--- src/rtl/pipelined_rca.sv ---
// Pipelined add/subtract: WIDTH bits split into STAGES chunks, one CW-bit ripple per stage.
// Valid/ready on both sides; the whole pipeline freezes under output backpressure.
module pipelined_rca #(
    parameter int unsigned WIDTH  = 16,
    parameter int unsigned STAGES = 4
) (
    input  logic             CLK,
    input  logic             RST,
    input  logic [WIDTH-1:0] A,
    input  logic [WIDTH-1:0] B,
    input  logic             CIN,
    input  logic             SUB,
    input  logic             IN_VALID,
    output logic             IN_READY,
    output logic [WIDTH-1:0] SUM,
    output logic             COUT,
    output logic             OVF,
    output logic             OUT_VALID,
    input  logic             OUT_READY
);
    localparam int unsigned CW = WIDTH / STAGES;

    logic             w_en;
    logic             w_out_valid;
    logic [WIDTH-1:0] w_bp;
    logic             w_cin0;

    assign w_bp   = SUB ? ~B : B;
    assign w_cin0 = SUB | CIN;

    for (genvar k = 0; k < STAGES; k++) begin : g_stage
        localparam int unsigned LO = k * CW;
        localparam int unsigned HI = LO + CW;

        logic [CW-1:0] w_a_chunk;
        logic [CW-1:0] w_b_chunk;
        logic          w_cin;
        logic          w_vld_in;
        logic [CW:0]   w_add;
        logic [HI-1:0] w_s_next;
        logic          w_load;
        logic          r_vld;
        logic          r_c;
        logic [HI-1:0] r_s;

        if (k == 0) begin : g_src
            assign w_a_chunk = A[CW-1:0];
            assign w_b_chunk = w_bp[CW-1:0];
            assign w_cin     = w_cin0;
            assign w_vld_in  = IN_VALID;
            assign w_s_next  = w_add[CW-1:0];
        end else begin : g_src
            assign w_a_chunk = g_stage[k-1].g_skew.r_a[HI-1:LO];
            assign w_b_chunk = g_stage[k-1].g_skew.r_b[HI-1:LO];
            assign w_cin     = g_stage[k-1].r_c;
            assign w_vld_in  = g_stage[k-1].r_vld;
            assign w_s_next  = {w_add[CW-1:0], g_stage[k-1].r_s};
        end

        assign w_add  = {1'b0, w_a_chunk} + {1'b0, w_b_chunk} + {{CW{1'b0}}, w_cin};
        // Data registers only load for real transactions, so bubbles leave outputs untouched.
        assign w_load = w_en && w_vld_in;

        always_ff @(posedge CLK) begin
            if (RST) begin
                r_vld <= 1'b0;
                r_c   <= 1'b0;
                r_s   <= '0;
            end else begin
                if (w_en) begin
                    r_vld <= w_vld_in;
                end
                if (w_load) begin
                    r_c <= w_add[CW];
                    r_s <= w_s_next;
                end
            end
        end

        // Operand bits not yet consumed ride along with the partial sum.
        if (HI < WIDTH) begin : g_skew
            logic [WIDTH-1:HI] w_a_hi;
            logic [WIDTH-1:HI] w_b_hi;
            logic [WIDTH-1:HI] r_a;
            logic [WIDTH-1:HI] r_b;

            if (k == 0) begin : g_hi
                assign w_a_hi = A[WIDTH-1:HI];
                assign w_b_hi = w_bp[WIDTH-1:HI];
            end else begin : g_hi
                assign w_a_hi = g_stage[k-1].g_skew.r_a[WIDTH-1:HI];
                assign w_b_hi = g_stage[k-1].g_skew.r_b[WIDTH-1:HI];
            end

            always_ff @(posedge CLK) begin
                if (RST) begin
                    r_a <= '0;
                    r_b <= '0;
                end else if (w_load) begin
                    r_a <= w_a_hi;
                    r_b <= w_b_hi;
                end
            end
        end

        if (k == STAGES - 1) begin : g_last
            logic w_c_msb;
            logic r_ovf;

            // Carry into the MSB recovered from the MSB sum bit and its operands.
            assign w_c_msb = w_a_chunk[CW-1] ^ w_b_chunk[CW-1] ^ w_add[CW-1];

            always_ff @(posedge CLK) begin
                if (RST) begin
                    r_ovf <= 1'b0;
                end else if (w_load) begin
                    r_ovf <= w_c_msb ^ w_add[CW];
                end
            end
        end
    end

    assign w_out_valid = g_stage[STAGES-1].r_vld;
    assign w_en        = !w_out_valid || OUT_READY;
    assign IN_READY    = w_en;
    assign OUT_VALID   = w_out_valid;
    assign SUM         = g_stage[STAGES-1].r_s;
    assign COUT        = g_stage[STAGES-1].r_c;
    assign OVF         = g_stage[STAGES-1].g_last.r_ovf;

endmodule

--- config.mk ---
export PLATFORM = sky130hd
export DESIGN_NAME = pipelined_rca
export DESIGN_NICKNAME = d
export VERILOG_FILES = /design/src/rtl/pipelined_rca.sv
export SDC_FILE = /design/constraint.sdc
export NUM_CORES = 1
export LEC_CHECK = 0
export ABC_AREA = 0
export BUFFER_PORTS_ARGS = -buffer_cell sky130_fd_sc_hd__buf_2
export CAP_MARGIN = 20
export CORE_MARGIN = 1.5
export CORE_UTILIZATION = 40
export DETAILED_ROUTE_END_ITERATION = 6
export GPL_ROUTABILITY_DRIVEN = 0
export PLACE_DENSITY = 0.65
export SYNTH_ARGS = -nofsm -noshare
export SYNTH_HDL_FRONTEND = slang
export SYNTH_SLANG_ARGS = --single-unit
--- constraint.sdc ---
create_clock -name CLK -period 6.7 [get_ports CLK]
set_input_delay 1.005 -clock CLK [delete_from_list [all_inputs] [get_ports CLK]]
set_output_delay 1.005 -clock CLK [all_outputs]
set_load 0.02 [all_outputs]
**Word level (Yosys, flattened, before mapping)**

Index checks and enable logic that the tools add are counted.

- Memory bits (read-only): 0
- Logic and storage cells: 39
- RAM bits: 0
- Memories kept: 0
- Bits in latches: 0
- Flip-flop bits (word level): 97
- Output and inout port bits: 20
- Input port bits: 38

- $mul: 0
- Magnitude comparators: 0
- Bitwise operators: 5
- Equality and inequality tests: 0
- Shifts and indexed selects: 0
- Reductions and logical operators: 6
- Mux-type cells: 1
- Add/subtract/negate cells: 8
- Div/mod/pow operators: 0

Operators by type and width:

| kind | number |
|---|---|
| adder 4 x 4 -> 5 bit | 4 |
| adder 5 x 1 -> 5 bit | 4 |
| 2-to-1 mux 16 bit | 1 |
| inverter 16 bit | 1 |
| logical AND 1 bit | 4 |
| XOR 1 bit | 3 |
| zero test 1 bit | 1 |
| logical OR 1 bit | 1 |
| bitwise OR 1 bit | 1 |

**Longest topological paths before layout**

Gate-level depths: netlist (run 1).

- Word-level depth: 4
- Gate-level depth with buffers: 8
- Gate-level depth less buffers: 6

**Worst setup path after synthesis (run 1)**

Ideal clock, no wire load.

- Path type: input to register
- From: in SUB
- To: reg g_stage[0].r_c
- Arrival: 2.945 ns
- Setup time: 0.122 ns
- Required time: 6.578 ns
- Buffers on the path: 2
- Stages: 8
- Path slack: 3.633 ns
- Cells stage by stage: buf_2 buf_2 or2_2 fa_1 fa_1 a21o_1 a211oi_1 nor3_1

- Longest elaborated chain between the ends: 3
- Elaborated cells between the ends (all ways): 4
- Classes of those cells: add/sub: 2; mux: 1; bitwise: 1

RTL lines:

| element | RTL line | RTL |
|---|---|---|
| start: declaration | 12 | `input logic SUB,` |
| 2-to-1 mux 16 bit | 28 | `assign w_bp = SUB ? ~B : B;` |
| adder 4 x 4 -> 5 bit | 60 | `assign w_add = {1'b0, w_a_chunk} + {1'b0, w_b_chunk} + {{CW{1'b0}}, w_cin};` |
| adder 5 x 1 -> 5 bit * | 60 |  |
| end signal: assignment | 74 | `r_c <= w_add[CW];` |
| end: declaration | 43 | `logic r_c;` |

Every way passes the cells marked *; elsewhere a longest branch is shown, timed or not.
A chain may end at the register's enable or synchronous reset.

**Worst setup path after layout (run 1)**

Ends and elaborated chain as after synthesis.

==> results.toml, run 1 <==
[outcome]
status = "finished clean"

[die]
die_w_um = 102.8
ios = 58
die_y_um = 102.8
core_area_um2 = 9729
initial_utilization_pct = 40.99
num_rows = 36
die-area_um2 = 10580

[routing]
wirelength_um = 7890
routedWlPerCell_um = 12.27
detail-route-antenna-nets = 0
drc = 0
drtIter0Drc = 106
viasPerCell = 4.832
drtPass1Iterations = 4
via_count = 3107

[sta]
period_needed_ps = 2730
relSlewSlack_pct = 42.21
setup-tns-final_ps = 0
final_min_period_over_clock_period_pct = 40.74
finalHoldViolCount = 0
final.setup_skew_ps = 7.940
rsz0062_at_grt = "no"
final-max-slew-violation-count = 0
fmax_mhz = 366.3
setup_viol = 0
tightestPinTransition_ps = 864.8

[synthesis]
syn_nets = 525
netlist.area_leader.share_pct = 48.70
synth-edff-count = 0
async_reset_ff_share_pct = 0
syn_inst = 467
synth_common_cells = "nand2_1 (143), dfxtp_1 (97), a21oi_1 (76), nor2_1 (24), a211oi_1 (21)"
syn_avg_cell_area_um2 = 8.539
ys_top_cells_by_area = "dfxtp_1 (49%), nand2_1 (13%), a21oi_1 (9.5%)"
ys_seq_area_share_pct = 48.70
synth_ff_type = "dfxtp_1"
yosys_warnings = 0
synthesis.area_um2 = 3988
synth_most_common_cell = "nand2_1"
synth.largest_area_cell = "dfxtp_1"
synth.distinct_cells = 29
synth-seq-cells = 97

[setup_path]
crit_arrival_ps = 2950
crit_required_ps = 6920
end_kind = "flop"
timing.rr.end = "OVF"
criticalPathCategory = "in2reg"
worst-r2r-setup-slack_ps = 4640
worstPathBufferInverterCount = 1
cp_cell_sequence = "buf_2 -> or2_2 -> fa_1 -> fa_1 -> a21o_1 -> a211oi_1 -> nor3_1"
cpPeakStageDelay_ps = 420
reg2reg_from = "g_stage[2].r_c"
crit_top_cell = "fa_1"
worst-r2r-cell-count = 6
start_kind = "input port"
slowest_stage = "fa_1"
crit_fanout = 17
cpLargestDelayFamily = "adder cells"

[clock_network]
cts_hold_buf = 0
cts_resized = 0
numCtsBuffers = 9
root_buffer = "clkbuf_8"
ctsHtreeMaxLevel = 3
path_clk_slew_ps = 90
post_cts_buffers = 0
cts_sinks = 97
worstSkewPairLatency_ps = 350
cts_buffer_depth = 2
tritoncts = "done"

[pwr]
p_int_mw = 0.9254
p_switching_mw = 0.2654
pwr-share-clk_pct = 39.9
p_leak_nw = 1.805
cellPowerDensity_nw_per_um2 = 261.0
power_frac_seq_pct = 51.4
pwr-share-comb_pct = 8.7
ir_worst_vdd_mv = 0.1327
sw_frac_of_total_pct = 22.29

[grt]
grt_pass1_vias = 2867
antenna_found_initial = 0
grt_start_max_net_pins = 60
grt-ovfl-total = 0
grt_usage_pct = 16.27
grt_pass1_wl_um = 13460
gr-usage-met1_pct = 21.59
gr-max-usage-layer = "met2"
met2_usage_pct = 26.03
use_met3_pct = 5.017

[layout]
layout.nets = 564
layout-drive-gt1-share_pct = 15.10
stdcell_area_um2 = 4563
syn2layout_area_growth_pct = 14.43
num_antenna_cells = 0

[placed_design]
dp_hpwl_um = 5553
io_buffers = 57
place_area_um2 = 4307

[worst_hold_path]
holdPathEnd = "SUM[11]"
min_from = "SUM[11]"
hold_depth = 2
holdCritPathClass = "reg2reg"

[job]
cap_viol_max_count = 0
==> metrics by stage <==
step	util (%)	instances	worst slack (ps)	hold slack [ps]	total power, mW
floorplan	-	467	3633	431.7	0.7004
global placement	44.26	628	3637	442.9	0.7264
detailed placement	44.26	628	3573	444.6	0.7303
CTS	46.90	643	3972	452.2	1.205
global route	46.90	643	3894	475.3	1.244
finish	46.90	643	3970	455.1	1.191
==> state kept, by name (all words and copies together) (netlist names) <==
name	count
g_stage.g_skew.r_a	24
g_stage.g_skew.r_b	24
g_stage.r_s	24
SUM	16
g_stage.r_c	3
g_stage.r_vld	3
COUT	1
OUT_VALID	1
OVF	1
==> how the worst max path moves through the flow <==
stage / from / cells past startpoint / end / slack, ps
global route: SUB / 7 / g_stage[0].r_c / 3890
global placement: SUB / 7 / g_stage[0].r_c / 3640
CTS: SUB / 7 / g_stage[0].r_c / 3970
finish: SUB / 7 / g_stage[0].r_c / 3970
detailed placement: SUB / 7 / g_stage[0].r_c / 3570
floorplan: SUB / 8 / g_stage[0].r_c / 3630
==> cells in the final DEF, fill, tap and decap left out, types with 4 or more instances in the layout <==
cell       instances
dfxtp_1           97
fa_1               8
a211oi_1          21
buf_2             57
nor2_1            24
xnor2_1           17
inv_1              4
nand2_1          143
clkbuf_8           9
a21o_1             7
bufinv_16          4
ha_1              12
a21oi_1           76
xor2_1             5
==> area by class of cell <==
class / count / area [um2]
Sequential cell: 97 / 1942
Timing Repair Buffer: 59 / 300.3
Tap cell: 133 / 166.4
Clock buffer: 10 / 127.6
Inverter: 5 / 18.77
Clock inverter: 5 / 128.9
Fill cell: 1029 / 5166
Multi-Input combinational cell: 334 / 1879
==> worst min-delay path: cells and delay by family (launching register included) <==
family,cells,cell delay (ps)
AO/OA/AOI/OAI,1,50
flip-flops,1,320
AND/OR/NAND/NOR,1,50
==> power by group through the flow <==
stage	Sequential (mW)	Clock [mW]	Combinational, mW
after floorplan	0.623	0	0.0775
after global placement	0.625	0	0.101
after detailed placement	0.626	0	0.104
after CTS	0.613	0.488	0.105
after global routing	0.616	0.510	0.118
final	0.612	0.475	0.104
==> layer usage <==
layer	vias up	part of all wire, %
li1	1625	-
met3	2	5.0
met4	0	0.57
met1	1407	50
met5	-	0
met2	73	45
==> logic make-up after synthesis <==
group	count (synthesis)	share of synthesized area, %
adders and majority gates	20	7.781
DFF	97	48.70
buffers and inverters	36	4.173
xor gates and xnor gates	22	4.832
AOI/OAI and AO/OA	109	15.88
and+or+nand+nor	183	18.64
Power figures use the tool's default switching activity.
==> run 2: changes to the inputs <==
--- a/config.mk
+++ b/config.mk
@@ -5,7 +5,7 @@
 export SDC_FILE = /design/constraint.sdc
 export NUM_CORES = 1
 export LEC_CHECK = 0
-export ABC_AREA = 0
+export ABC_AREA = 1
 export BUFFER_PORTS_ARGS = -buffer_cell sky130_fd_sc_hd__buf_2
 export CAP_MARGIN = 20
 export CORE_MARGIN = 1.5
==> constraint.sdc (replaced) <==
create_clock -name CLK -period 2.8 [get_ports CLK]
set_input_delay 0.42 -clock CLK [delete_from_list [all_inputs] [get_ports CLK]]
set_output_delay 0.42 -clock CLK [all_outputs]
set_load 0.02 [all_outputs]
==> run 2 against run 1 <==
Effect of this change:
- sequential share of layout area down 0.48 points
- final cell count up 7.6%
- clock power up 81%
- highest routed layer unchanged
- hold slack worse by 180 ps
- sequential power up 150%
- count of clock-buffer cells in the layout down 1
- die area up 2.9%
==> results.toml, run 2 <==
[setup_path]
worst-r2r-cell-count = 6
slowest_stage = "fa_1"
start_kind = "input port"
cp_cell_sequence = "buf_2 -> or2_2 -> fa_1 -> fa_1 -> a21oi_1 -> nor2_1 -> nor3_1 -> nor2_1"
crit_arrival_ps = 2110
crit_fanout = 3
crit_start = "SUB"
crit_required_ps = 3070
worstPathBufferInverterCount = 1
criticalPathCategory = "in2reg"
reg2reg_from = "g_stage[0].r_c"
worst-r2r-setup-slack_ps = 1040
cpLargestDelayFamily = "adder cells"
end_kind = "flop"
timing.rr.end = "g_stage[1].r_c"
cpPeakStageDelay_ps = 430

[layout]
reg_top3 = "g_stage.g_skew.r_a: 24 flops, g_stage.g_skew.r_b: 24 flops, g_stage.r_s: 24 flops"
layout-drive-gt1-share_pct = 15.92
fin_util_pct = 46.79
seqCellArea_um2 = 1942
final_cell_mix = "nor2_1 (127), dfxtp_1 (97), o21ai_0 (68), buf_2 (57), a21oi_1 (40)"
syn2layout_area_growth_pct = 12.40
multiInputGateArea_um2 = 1856
fillers = 972
mostFrequentLayoutCell = "nor2_1"
num_antenna_cells = 0
layout.nets = 612

[synthesis]
async_reset_ff_share_pct = 0
syn_avg_cell_area_um2 = 8.036
ys_seq_area_share_pct = 47.29
netlist.area_leader.share_pct = 47.29
syn_inst = 511
synth_most_common_cell = "nor2_1"
synth.distinct_cells = 24
synthesis.area_um2 = 4106
synth_common_cells = "nor2_1 (127), dfxtp_1 (97), o21ai_0 (68), a21oi_1 (40), nand2_1 (36)"
synth_ff_type = "dfxtp_1"
ys_top_cells_by_area = "dfxtp_1 (47%), nor2_1 (12%), o21ai_0 (8.3%)"
yosys_warnings = 0
synth.largest_area_cell = "dfxtp_1"
syn_nets = 569
synth-edff-count = 0
synth-seq-cells = 97

[pwr]
ir_worst_vdd_mv = 0.2369
p_leak_nw = 2.103
cellPowerDensity_nw_per_um2 = 590.2

[sta]
finalHoldViolCount = 0
fmax_mhz = 542.9
final-max-slew-violation-count = 0
final_min_period_over_clock_period_pct = 65.78
tightestPinTransition_ps = 638.4
period_needed_ps = 1842
setup_viol = 0
setup-tns-final_ps = 0
relSlewSlack_pct = 57.39
fin_hold_ws_ps = 279.6
final.setup_skew_ps = 9.077
rsz0062_at_grt = "no"

[routing]
via_count = 3200
drtIter0Drc = 140
viasPerCell = 4.624
wirelength_um = 8064
drtPass1Iterations = 4
routedWlPerCell_um = 11.65
detail-route-antenna-nets = 0
drc = 0

[clock_network]
cts_hold_buf = 0
ctsHtreeMaxLevel = 3
path_clk_slew_ps = 100
post_cts_buffers = 0
cts_resized = 0
root_buffer = "clkbuf_8"
cts_sinks = 97
numCtsBuffers = 9
tritoncts = "done"
cts_buffer_depth = 2
worstSkewPairLatency_ps = 370

[grt]
grt-ovfl-total = 0
grt_usage_pct = 15.60
grt_start_max_net_pins = 46
grt_pass1_wl_um = 13880
antenna_found_initial = 0
grt_pass1_vias = 3161

[worst_hold_path]
holdCritPathClass = "in2reg"
holdPathEnd = "g_stage[0].g_skew.r_a[5]"
min_from = "A[5]"
hold_depth = 3

[die]
die-area_um2 = 10880
initial_utilization_pct = 41.63
core_area_um2 = 9864
die_w_um = 104.3
ios = 58
die_y_um = 104.3
num_rows = 36

[placed_design]
dp_hpwl_um = 5813
io_buffers = 57

[job]
cap_viol_max_count = 0

[outcome]
status = "finished clean"
run 2: layer usage:
metal  part of all wire, %  routed length [um]  vias up  global-route usage (%)
met5                     0                   0        -                       0
met4                   2.0                 163        0                   7.341
met3                   3.9                 313       12                   4.010
met2                    44                3586       60                   25.23
met1                    50                4001     1403                   19.36
li1                      -                   -     1725                       -
run 2: cells by family (layout without fill, tap and decap cells):
logic type,count (synthesis),count (layout),synth area share [%]
compound gates,125,125,15.23
buf+inv,64,112,7.526
xor+xnor,19,19,4.052
flops,97,97,47.29
fa+ha+maj,20,20,7.556
simple gates,186,186,18.34
run 2: cell type report:
class,instances,area share (%)
Clock inverter,7,1.355
Multi-Input combinational cell,350,40.20
Sequential cell,97,42.07
Timing Repair Buffer,62,7.265
Clock buffer,9,2.684
Tap cell,133,3.605
Inverter,34,2.819
run 2: power by group:
part / switching, mW / internal [mW] / total (mW)
registers: 0.0445 / 1.47 / 1.51
clock network: 0.521 / 0.339 / 0.861
logic: 0.211 / 0.143 / 0.353
total: 0.776 / 1.95 / 2.72
run 2: worst max-delay path by stage:
stage	end	depth (start not counted)
6_report	g_stage[0].r_c	8
5_1_grt	g_stage[0].r_c	8
4_1_cts	g_stage[0].r_c	8
3_5_place_dp	g_stage[0].r_c	8
3_3_place_gp	g_stage[0].r_c	8
2_1_floorplan	g_stage[0].r_c	9
run 2: metrics by stage:
step	worst slack (ps)	total power, mW	area (um2)	instances
finish	958.2	2.724	4616	692
global route	893.5	2.880	4616	692
CTS	991.4	2.759	4616	692
detailed placement	584.3	1.897	4429	676
global placement	632.1	1.881	4429	676
floorplan	516.5	1.799	4106	511
run 2: worst reg2reg max path, stage by stage (launching register included):
cell,delay [ps]
dfxtp_1,350
fa_1,470
fa_1,430
a21oi_1,160
nor2_1,50
nor3_1,130
nor2_1,70
